### src/rtl/sys_ctrl_pkg.sv
// Shared definitions for the burst-capable UART command controller:
// opcode bytes, FSM state encoding, command kinds and small helpers.
package sys_ctrl_pkg;

  localparam logic [7:0] OP_WR      = 8'hAA;
  localparam logic [7:0] OP_RD      = 8'hBB;
  localparam logic [7:0] OP_ALU     = 8'hCC;
  localparam logic [7:0] OP_ALU_NOP = 8'hDD;
  localparam logic [7:0] OP_BWR     = 8'hAE;
  localparam logic [7:0] OP_BRD     = 8'hBE;

  typedef enum logic [3:0] {
    ST_IDLE,
    ST_GET_ADDR,
    ST_GET_CNT,
    ST_GET_DATA,
    ST_RF_WRITE,
    ST_RF_REQ,
    ST_RF_WAIT,
    ST_RF_SEND,
    ST_GET_OPA,
    ST_GET_OPB,
    ST_GET_FUNC,
    ST_ALU_RUN,
    ST_ALU_SEND
  } state_t;

  // Command kind remembered after the opcode byte; ALU variants share one
  // kind because they converge once the function byte is being awaited.
  typedef enum logic [2:0] {
    CMD_WR,
    CMD_RD,
    CMD_BWR,
    CMD_BRD,
    CMD_ALU
  } cmd_t;

  // Width of the result-byte index; at least one bit so a single-byte
  // result still has a legal counter.
  function automatic int idx_width(input int bytes);
    return (bytes <= 1) ? 1 : $clog2(bytes);
  endfunction

  // States that wait on an RX frame and are therefore covered by the
  // inter-frame timeout.
  function automatic logic is_get_state(input state_t s);
    return (s == ST_GET_ADDR) || (s == ST_GET_CNT) || (s == ST_GET_DATA) ||
           (s == ST_GET_OPA)  || (s == ST_GET_OPB) || (s == ST_GET_FUNC);
  endfunction

endpackage

### src/rtl/sys_ctrl_tx_serializer.sv
// Byte serializer feeding the TX FIFO. A start strobe loads a word and the
// index of its last byte; bytes then leave LSB first, one per cycle, only
// when the FIFO is not full. TX_DATA holds steady while stalled.
module sys_ctrl_tx_serializer
  import sys_ctrl_pkg::*;
#(
  parameter int DATA_WIDTH   = 8,
  parameter int RESULT_BYTES = 2
) (
  input  logic                                   clk,
  input  logic                                   rst,
  input  logic                                   start,
  input  logic [RESULT_BYTES*DATA_WIDTH-1:0]     word,
  input  logic [idx_width(RESULT_BYTES)-1:0]     last_idx,
  input  logic                                   tx_full,
  output logic [DATA_WIDTH-1:0]                  tx_data,
  output logic                                   tx_wr,
  output logic                                   done
);

  localparam int IW = idx_width(RESULT_BYTES);

  logic [RESULT_BYTES*DATA_WIDTH-1:0] word_q;
  logic [IW-1:0]                      idx_q;
  logic [IW-1:0]                      last_q;
  logic                               active_q;
  logic                               accept;

  assign accept  = active_q && !tx_full;
  assign tx_wr   = accept;
  assign done    = accept && (idx_q == last_q);
  assign tx_data = active_q ? word_q[DATA_WIDTH-1:0] : '0;

  // Load on start, then shift one byte out per accepted FIFO write.
  always_ff @(posedge clk or posedge rst) begin
    if (rst) begin
      word_q   <= '0;
      idx_q    <= '0;
      last_q   <= '0;
      active_q <= 1'b0;
    end else if (start) begin
      word_q   <= word;
      idx_q    <= '0;
      last_q   <= last_idx;
      active_q <= 1'b1;
    end else if (accept) begin
      word_q <= word_q >> DATA_WIDTH;
      idx_q  <= idx_q + IW'(1);
      if (idx_q == last_q) begin
        active_q <= 1'b0;
      end
    end
  end

endmodule

### src/rtl/sys_ctrl_burst.sv
// UART command controller with burst register access, multi-byte ALU
// results, TX back-pressure, inter-frame timeout and bad-command flag.
module sys_ctrl_burst
  import sys_ctrl_pkg::*;
#(
  parameter int DATA_WIDTH     = 8,
  parameter int ADDR_WIDTH     = 4,
  parameter int ALU_FUNC_WIDTH = 4,
  parameter int RESULT_BYTES   = 2,
  parameter int TIMEOUT_CYCLES = 65535,
  parameter int OPA_ADDR       = 0,
  parameter int OPB_ADDR       = 1
) (
  input  logic                               CLK,
  input  logic                               RST,
  input  logic [DATA_WIDTH-1:0]              RX_DATA_IN,
  input  logic                               RX_DATA_VALID,
  output logic [ADDR_WIDTH-1:0]              RF_ADDR,
  output logic                               RF_WR_EN,
  output logic                               RF_RD_EN,
  output logic [DATA_WIDTH-1:0]              RF_WR_DATA,
  input  logic [DATA_WIDTH-1:0]              RF_RD_DATA,
  input  logic                               RF_RD_VALID,
  output logic [ALU_FUNC_WIDTH-1:0]          ALU_FUNC,
  output logic                               ALU_EN,
  output logic                               ALU_CLK_EN,
  input  logic [RESULT_BYTES*DATA_WIDTH-1:0] ALU_OUT,
  input  logic                               ALU_OUT_VALID,
  output logic [DATA_WIDTH-1:0]              TX_DATA,
  output logic                               TX_WR,
  input  logic                               TX_FULL,
  output logic                               BUSY,
  output logic                               CMD_ERR
);

  localparam int RW = RESULT_BYTES * DATA_WIDTH;
  localparam int IW = idx_width(RESULT_BYTES);
  localparam int TW = $clog2(TIMEOUT_CYCLES + 1);

  localparam logic [TW-1:0]         TMO_LAST = TW'(TIMEOUT_CYCLES - 1);
  localparam logic [DATA_WIDTH-1:0] CNT_ONE  = DATA_WIDTH'(1);
  localparam logic [DATA_WIDTH-1:0] C_WR     = DATA_WIDTH'(OP_WR);
  localparam logic [DATA_WIDTH-1:0] C_RD     = DATA_WIDTH'(OP_RD);
  localparam logic [DATA_WIDTH-1:0] C_ALU    = DATA_WIDTH'(OP_ALU);
  localparam logic [DATA_WIDTH-1:0] C_ALUNOP = DATA_WIDTH'(OP_ALU_NOP);
  localparam logic [DATA_WIDTH-1:0] C_BWR    = DATA_WIDTH'(OP_BWR);
  localparam logic [DATA_WIDTH-1:0] C_BRD    = DATA_WIDTH'(OP_BRD);

  state_t                    state, next_state;
  cmd_t                      cmd_q;
  logic [ADDR_WIDTH-1:0]     addr_q;
  logic [DATA_WIDTH-1:0]     cnt_q;
  logic [DATA_WIDTH-1:0]     data_q;
  logic [ALU_FUNC_WIDTH-1:0] func_q;
  logic [TW-1:0]             tmo_q;
  logic                      op_wr_q;
  logic                      op_sel_q;
  logic                      err_q;

  logic                      err_set;
  logic                      tmo_hit;
  logic                      ser_start;
  logic [RW-1:0]             ser_word;
  logic [IW-1:0]             ser_last;
  logic                      ser_done;

  assign BUSY    = (state != ST_IDLE);
  assign CMD_ERR = err_q;

  // State register; reset abandons whatever command was in flight.
  always_ff @(posedge CLK or posedge RST) begin
    if (RST) begin
      state <= ST_IDLE;
    end else begin
      state <= next_state;
    end
  end

  // Next-state decode plus the strobes and register-file/ALU outputs.
  always_comb begin
    next_state = state;
    err_set    = 1'b0;
    ser_start  = 1'b0;
    ser_word   = '0;
    ser_last   = '0;
    RF_ADDR    = '0;
    RF_WR_EN   = 1'b0;
    RF_RD_EN   = 1'b0;
    RF_WR_DATA = '0;
    ALU_FUNC   = '0;
    ALU_EN     = 1'b0;
    ALU_CLK_EN = 1'b0;
    tmo_hit    = is_get_state(state) && !RX_DATA_VALID && (tmo_q == TMO_LAST);

    if (op_wr_q) begin
      RF_WR_EN   = 1'b1;
      RF_ADDR    = op_sel_q ? ADDR_WIDTH'(OPB_ADDR) : ADDR_WIDTH'(OPA_ADDR);
      RF_WR_DATA = data_q;
      ALU_CLK_EN = 1'b1;
    end

    unique case (state)
      ST_IDLE: begin
        if (RX_DATA_VALID) begin
          case (RX_DATA_IN)
            C_WR, C_RD, C_BWR, C_BRD: next_state = ST_GET_ADDR;
            C_ALU:                    next_state = ST_GET_OPA;
            C_ALUNOP:                 next_state = ST_GET_FUNC;
            default:                  err_set    = 1'b1;
          endcase
        end
      end
      ST_GET_ADDR: begin
        if (RX_DATA_VALID) begin
          if (cmd_q == CMD_WR) begin
            next_state = ST_GET_DATA;
          end else if (cmd_q == CMD_RD) begin
            next_state = ST_RF_REQ;
          end else begin
            next_state = ST_GET_CNT;
          end
        end
      end
      ST_GET_CNT: begin
        if (RX_DATA_VALID) begin
          if (RX_DATA_IN == '0) begin
            err_set    = 1'b1;
            next_state = ST_IDLE;
          end else if (cmd_q == CMD_BWR) begin
            next_state = ST_GET_DATA;
          end else begin
            next_state = ST_RF_REQ;
          end
        end
      end
      ST_GET_DATA: begin
        if (RX_DATA_VALID) begin
          next_state = ST_RF_WRITE;
        end
      end
      ST_RF_WRITE: begin
        RF_WR_EN   = 1'b1;
        RF_ADDR    = addr_q;
        RF_WR_DATA = data_q;
        next_state = (cnt_q == CNT_ONE) ? ST_IDLE : ST_GET_DATA;
      end
      ST_RF_REQ: begin
        RF_RD_EN   = 1'b1;
        RF_ADDR    = addr_q;
        next_state = ST_RF_WAIT;
      end
      ST_RF_WAIT: begin
        RF_ADDR = addr_q;
        if (RF_RD_VALID) begin
          ser_start                = 1'b1;
          ser_word[DATA_WIDTH-1:0] = RF_RD_DATA;
          next_state               = ST_RF_SEND;
        end
      end
      ST_RF_SEND: begin
        if (ser_done) begin
          next_state = (cnt_q == CNT_ONE) ? ST_IDLE : ST_RF_REQ;
        end
      end
      ST_GET_OPA: begin
        if (RX_DATA_VALID) begin
          next_state = ST_GET_OPB;
        end
      end
      ST_GET_OPB: begin
        if (RX_DATA_VALID) begin
          next_state = ST_GET_FUNC;
        end
      end
      ST_GET_FUNC: begin
        if (RX_DATA_VALID) begin
          next_state = ST_ALU_RUN;
        end
      end
      ST_ALU_RUN: begin
        ALU_FUNC   = func_q;
        ALU_EN     = 1'b1;
        ALU_CLK_EN = 1'b1;
        if (ALU_OUT_VALID) begin
          ser_start  = 1'b1;
          ser_word   = ALU_OUT;
          ser_last   = IW'(RESULT_BYTES - 1);
          next_state = ST_ALU_SEND;
        end
      end
      ST_ALU_SEND: begin
        if (ser_done) begin
          next_state = ST_IDLE;
        end
      end
      default: next_state = ST_IDLE;
    endcase

    if (tmo_hit) begin
      err_set    = 1'b1;
      next_state = ST_IDLE;
    end
  end

  // Command datapath: captured fields, burst address/count stepping,
  // operand-write pending flag, timeout counter and the error pulse.
  always_ff @(posedge CLK or posedge RST) begin
    if (RST) begin
      cmd_q    <= CMD_WR;
      addr_q   <= '0;
      cnt_q    <= '0;
      data_q   <= '0;
      func_q   <= '0;
      tmo_q    <= '0;
      op_wr_q  <= 1'b0;
      op_sel_q <= 1'b0;
      err_q    <= 1'b0;
    end else begin
      err_q   <= err_set;
      op_wr_q <= 1'b0;
      if (RX_DATA_VALID || !is_get_state(state)) begin
        tmo_q <= '0;
      end else begin
        tmo_q <= tmo_q + TW'(1);
      end

      case (state)
        ST_IDLE: begin
          if (RX_DATA_VALID) begin
            cnt_q <= CNT_ONE;
            case (RX_DATA_IN)
              C_WR:            cmd_q <= CMD_WR;
              C_RD:            cmd_q <= CMD_RD;
              C_BWR:           cmd_q <= CMD_BWR;
              C_BRD:           cmd_q <= CMD_BRD;
              C_ALU, C_ALUNOP: cmd_q <= CMD_ALU;
              default:         cmd_q <= cmd_q;
            endcase
          end
        end
        ST_GET_ADDR: begin
          if (RX_DATA_VALID) addr_q <= RX_DATA_IN[ADDR_WIDTH-1:0];
        end
        ST_GET_CNT: begin
          if (RX_DATA_VALID) cnt_q <= RX_DATA_IN;
        end
        ST_GET_DATA: begin
          if (RX_DATA_VALID) data_q <= RX_DATA_IN;
        end
        ST_RF_WRITE: begin
          addr_q <= addr_q + ADDR_WIDTH'(1);
          cnt_q  <= cnt_q - CNT_ONE;
        end
        ST_RF_WAIT: begin
          if (RF_RD_VALID) data_q <= RF_RD_DATA;
        end
        ST_RF_SEND: begin
          if (ser_done) begin
            addr_q <= addr_q + ADDR_WIDTH'(1);
            cnt_q  <= cnt_q - CNT_ONE;
          end
        end
        ST_GET_OPA, ST_GET_OPB: begin
          if (RX_DATA_VALID) begin
            data_q   <= RX_DATA_IN;
            op_wr_q  <= 1'b1;
            op_sel_q <= (state == ST_GET_OPB);
          end
        end
        ST_GET_FUNC: begin
          if (RX_DATA_VALID) func_q <= RX_DATA_IN[ALU_FUNC_WIDTH-1:0];
        end
        default: begin
        end
      endcase
    end
  end

  sys_ctrl_tx_serializer #(
    .DATA_WIDTH  (DATA_WIDTH),
    .RESULT_BYTES(RESULT_BYTES)
  ) u_tx_ser (
    .clk     (CLK),
    .rst     (RST),
    .start   (ser_start),
    .word    (ser_word),
    .last_idx(ser_last),
    .tx_full (TX_FULL),
    .tx_data (TX_DATA),
    .tx_wr   (TX_WR),
    .done    (ser_done)
  );

endmodule
### config.mk
export PLATFORM = sky130hd
export DESIGN_NAME = sys_ctrl_burst
export DESIGN_NICKNAME = d
export VERILOG_FILES = /design/src/rtl/sys_ctrl_pkg.sv /design/src/rtl/sys_ctrl_tx_serializer.sv /design/src/rtl/sys_ctrl_burst.sv
export SDC_FILE = /design/constraint.sdc
export NUM_CORES = 1
export LEC_CHECK = 0
export CELL_PAD_IN_SITES_DETAIL_PLACEMENT = 1
export CELL_PAD_IN_SITES_GLOBAL_PLACEMENT = 2
export CORE_ASPECT_RATIO = 0.75
export CORE_UTILIZATION = 33
export CTS_BUF_LIST = sky130_fd_sc_hd__clkbuf_4 sky130_fd_sc_hd__clkbuf_8
export CTS_CLUSTER_SIZE = 25
export DETAILED_ROUTE_END_ITERATION = 7
export GPL_ROUTABILITY_DRIVEN = 0
export GPL_TIMING_DRIVEN = 0
export HOLD_SLACK_MARGIN = 0.15
export MAX_ROUTING_LAYER = met4
export PLACE_DENSITY_LB_ADDON = 0.2
export SYNTH_ARGS = -nofsm -noshare
export SYNTH_HDL_FRONTEND = slang
export SYNTH_SLANG_ARGS = --single-unit
### constraint.sdc
create_clock -name CLK -period 2.6 [get_ports CLK]
set_input_delay 0.52 -clock CLK [delete_from_list [all_inputs] [get_ports CLK]]
set_output_delay 0.52 -clock CLK [all_outputs]
set_load 0.05 [all_outputs]
== Word level (Yosys, flattened, before mapping) ==
Index checks and enable logic that the tools add are counted.
W data, S select, Z words.

* Bits in registers: 69
* Bits in latches: 0
* RAM bits: 0
* Bits in read-only memories: 0
* Input bits: 38
* Output and inout port bits: 31
* Word-level logic and storage cells: 162
* Memories: 0

* Add/sub/neg operators: 4
* Multiply operators: 0
* Div/mod/pow operators: 0
* $lt $le $gt $ge: 0
* Eq/ne operators: 41
* Shifts and indexed selects: 0
* Multiplexer cells: 66
* Bitwise logic cells: 0
* Reductions and logical operators: 37

{| class="wikitable"
|+ Operators by type and width
! cell !! count
|-
| $mux W8 || 9
|-
| $mux W16 || 4
|-
| $mux W4 || 16
|-
| $pmux W4 S13 || 1
|-
| $eq A8 B8 Y1 const B || 6
|-
| $ne A3 B3 Y1 const B || 11
|-
| $pmux W8 S2 || 2
|-
| $pmux W8 S4 || 1
|-
| $pmux W4 S3 || 2
|-
| $mux W1 || 22
|-
| $eq A4 B4 Y1 const B || 5
|-
| $add A16 B1 Y16 const B || 1
|-
| $eq A16 B16 Y1 const B || 1
|-
| $eq A4 B3 Y1 const B || 4
|-
| $mux W3 || 5
|-
| $pmux W3 S5 || 1
|-
| $reduce_and A12 Y1 || 1
|-
| $ne A2 B2 Y1 const B || 5
|-
| $reduce_and A3 Y1 || 3
|-
| $eq A4 B2 Y1 const B || 2
|-
| $eq A8 B1 Y1 const B || 1
|-
| $logic_not A8 Y1 || 1
|-
| $reduce_bool A4 Y1 || 2
|-
| $sub A8 B1 Y8 const B || 1
|-
| 24 further kinds || 41
|}

== Logic depth before layout (Yosys ltp) ==
* Depth after elaboration: 10
* Gate-level depth with buffers: 8
* Depth with buffers taken out: 6

== By module ==
Synthesis repeated with hierarchy kept, for this count alone.

* Cell total of the unflattened synthesis: 459
* Area, all modules: 4061.4 µm²

{| class="wikitable"
|+ Modules (own cells, without submodules)
! module !! instances !! cells an instance !! area an instance (µm²) !! seq. area each (µm²)
|-
| sys_ctrl_burst || 1 || 368 || 3183.1 || 1251.2
|-
| sys_ctrl_tx_serializer || 1 || 91 || 878.3 || 475.5
|}

== Worst setup path after synthesis ==
Ideal clock, no wire load.

* Kind: reg-to-output
* Start: register state[1]
* End: output RF_ADDR[0]
* Arrival time: 1924 ps
* Data required time: 2080 ps
* Slack: 156 ps
* Stages on the path, launching flop included: 6
* Buffers on the path: 2
* Cells stage by stage: dfrtp_1 -> buf_6 -> and2_1 -> clkbuf_1 -> nor2_1 -> o21ai_0

* Longest elaborated chain between the ends: 3
* Elaborated cells on any way between the ends: 5
* Those cells by class: 3 x eq/ne; 1 x mux; 1 x reduce/logical

{| class="wikitable"
|+ Ends and longest elaborated chain
! what !! line !! text
|-
| from (decl) || sys_ctrl_burst.sv:49 || <nowiki>state_t state, next_state;</nowiki>
|-
| from (signal assigned) || sys_ctrl_burst.sv:75 || <nowiki>state <= next_state;</nowiki>
|-
| $eq A4 B3 Y1 || sys_ctrl_burst.sv:102 || <nowiki>unique case (state)</nowiki>
|-
| $reduce_or A3 Y1 (no line) (*) || - ||
|-
| $mux W4 (*) || sys_ctrl_burst.sv:102 ||
|-
| to (decl) || sys_ctrl_burst.sv:18 || <nowiki>output logic [ADDR_WIDTH-1:0] RF_ADDR,</nowiki>
|}

Every way passes the cells marked *; elsewhere a longest branch is shown, timed or not.

== Final worst setup path ==
* Start: input TX_FULL
* End: output TX_WR

* Longest elaborated chain between the ends: 2

{| class="wikitable"
|+ Ends and longest elaborated chain
! what !! line !! text
|-
| from (decl) || sys_ctrl_burst.sv:31 || <nowiki>input logic TX_FULL,</nowiki>
|-
| $logic_not A1 Y1 || sys_ctrl_tx_serializer.sv:29 || <nowiki>assign accept = active_q && !tx_full;</nowiki>
|-
| $logic_and A1 B1 Y1 || sys_ctrl_tx_serializer.sv:29 ||
|-
| to (decl) || sys_ctrl_burst.sv:30 || <nowiki>output logic TX_WR,</nowiki>
|}

No other way between the ends.

==> qor.csv <==
metric,value,unit
cts_tree,yes,
syn_area,3970,um2
n_fill_cell,1365,
synth-xor-area-share,3.750,%
synth_edf_count,0,
fmax,0.3933,GHz
synthAdderAreaFrac,1.576,%
routed_via_density,5.412,
layout_commonest_cell,dfrtp_1,
grt_max_degree,37,
area_growth_syn_to_layout,27.77,%
wl_met1,6.492,mm
clk_pin_slew,0.07,ns
dieArea,12480,um2
drt_iter0_markers,196,
wire_per_inst,18.66,um
die_w,128.7,um
firstDrtPassIters,4,
ios,69,
nets,555,
peakVddDrop,0.0003371,V
total_power,5.054,mW
route.detailed.drc,0,
power.density,996.3,nW/um2
detailed_place_hpwl,9.469,mm
hold_violations,0,
synth_simple_gate_area_share,23.35,%
insertion_delay,0.36,ns
synth_cells,434,
cts_buffers,9,
yosys-mux-area-fraction,4.664,%
wl,12.67,mm
start_util,34.06,%
synthArstFlopShare,100.0,%
max_cap_violations,0,
diodes,0,
drv_slew,0,
endpoint_kind,output pin,
ys_seq_area_share,43.49,%
post-route-util,43.52,%
grt_usage,22.55,%
portBuffers,66,
slew_headroom,51.26,%
antenna_found_initial,0,
syn_area_per_cell,9.148,um2
yosysUniqueCellTypes,62,
grt_pass1_vias,3711,
grt_overflow,0,
period_share,97.79,%
clockBufferDepth,2,
setup_viol,0,
clock_skew,0.01127,ns
crit_required,2.08,ns
register_area,1727,um2
layout_common_cells,"dfrtp_1, clkdlybuf4s50_1, nor2_1, nand2_1, o21ai_0",
hold_path_class,flip-flop to flip-flop,
dr.max_layer_used,met4,
clkSinkCount,69,
dr_wl_met3,603,um
htreeDepth,3,
p_leak,2.176,nW
cp_max_fo,10,
worst_pin_slew,0.7244,ns
design.core.area,11660,um2
drive_gt1_share,12.96,%
num_rows,34,
crit_type,input pin to output pin,
die_h,96.99,um
vias,3675,
synth-seq-cells,69,
antenna_left,0,
multiInputGateArea,2105,um2
grt_first_pass_wirelength,20.93,mm
dr_wl_met2,5.421,mm
min_period,2.542,ns
start_kind,input pin,
status,completed,
synth_fp_nets,477,
synth_compound_area_share,18.75,%
ys_warn_count,0,
ctsRootBufferMaster,clkbuf_8,
synth_top_family_by_area,simple AND/OR/NAND/NOR gates,
synth_ff_type,dfrtp_1,
cp.arrival,2.02,ns
-- critical path, stage by stage --
cell and delay (ns):
clkdlybuf4s50_1 0.43, nand2b_1 0.20, buf_2 0.22, inv_1 0.14, clkdlybuf4s15_1 0.51
-- registers in the layout (all words and copies together) (netlist names), 3 cells and up --
register / flops
tmo_q: 16
addr_q: 4
func_q: 4
data_q: 8
u_tx_ser.word_q: 16
cnt_q: 8
state: 4
cmd_q: 3
-- layout make-up --
type / count / share of cell area (%)
buffer: 22 / 2.442
clock buffer: 11 / 2.861
clock inverter: 5 / 1.184
inverter: 15 / 1.159
multi-input combinational: 328 / 41.49
sequential: 69 / 34.04
tap: 162 / 3.996
timing repair buffer: 67 / 12.83
-- worst paths after layout --
path                            startpoint                  to  slack, ns  cells after the start
worst max-delay path               TX_FULL               TX_WR       0.06                      5
worst min-delay path             func_q[0]           func_q[0]       0.47                      2
min in group asynchronous              RST  u_tx_ser.word_q[8]       0.53                      2
max in group asynchronous              RST           addr_q[3]       1.51                      3
worst max register to register    state[1]            state[1]       0.33                      7
worst min register to register   func_q[0]           func_q[0]       0.47                      2
-- synth_stat cells, types with 3 or more instances --
cell type	n	area, um2
xnor2_1	8	70.07
nor3_1	6	30.03
nor2_1	43	161.4
o31ai_1	3	22.52
a22o_1	8	70.07
or4_1	3	22.52
dfrtp_1	69	1727
o21ai_1	15	75.07
a211oi_1	4	30.03
clkbuf_1	8	30.03
nand4_1	7	43.79
inv_1	15	56.30
o22ai_1	3	18.77
o21ai_0	27	135.1
xor2_1	9	78.83
nand2b_1	4	25.02
a21oi_1	21	105.1
a22oi_1	10	75.07
mux2i_1	14	140.1
or3_1	4	25.02
mux2_2	4	45.04
ha_1	5	62.56
and2_1	16	100.1
nand2_1	35	131.4
nor4_1	4	25.02
buf_2	11	55.05
nand3_1	16	80.08
a31oi_1	3	18.77
and3_1	7	43.79
nor2b_1	13	81.33
-- metal layers --
metal  GRT usage (%)  up-vias
met1           33.49     1864
met3           4.646       13
met4           5.792        0
li1                -     1713
met2           30.77       85
met5               -        -
-- what timing repair did --
item	in CTS	in global routing
endpoints found under the hold margin	0	0
endpoints found under the setup margin	21	13
pin swaps	0	2
buffers inserted	0	0
hold buffers	0	0
gates cloned	0	1
gates resized for setup	70	7
-- per-stage QoR --
step | cell area (um2) | setup slack [ns] | std cells | hold WS, ns | setup TNS [ns]
floorplan | 3970 | 0.1556 | 434 | 0.4418 | 0
global placement | 4833 | -1.053 | 662 | 0.4559 | -76.47
detailed placement | 4856 | -0.3987 | 663 | 0.4637 | -4.343
CTS | 5049 | 0.003307 | 679 | 0.4793 | 0
global route | 5072 | -0.0009637 | 679 | 0.5204 | -0.0009637
finish | 5072 | 0.05754 | 679 | 0.4734 | 0
-- logic make-up (layout without fill, tap and decap cells) --
family,Yosys count,in the layout
multiplexers,18,18
flip-flops,69,69
buffers and inverters,38,120
XOR/XNOR,17,17
AND/OR/NAND/NOR,172,172
adder cells (fa/ha/maj),5,5
AO/OA/AOI/OAI,115,116
-- power breakdown --
part | leakage [nW] | total (mW) | internal, mW | switching (mW)
Combinational | 1.17 | 2.57 | 0.914 | 1.66
Clock | 0.103 | 0.921 | 0.482 | 0.439
Sequential | 0.907 | 1.56 | 1.35 | 0.209
Power figures use the tool's default switching activity.
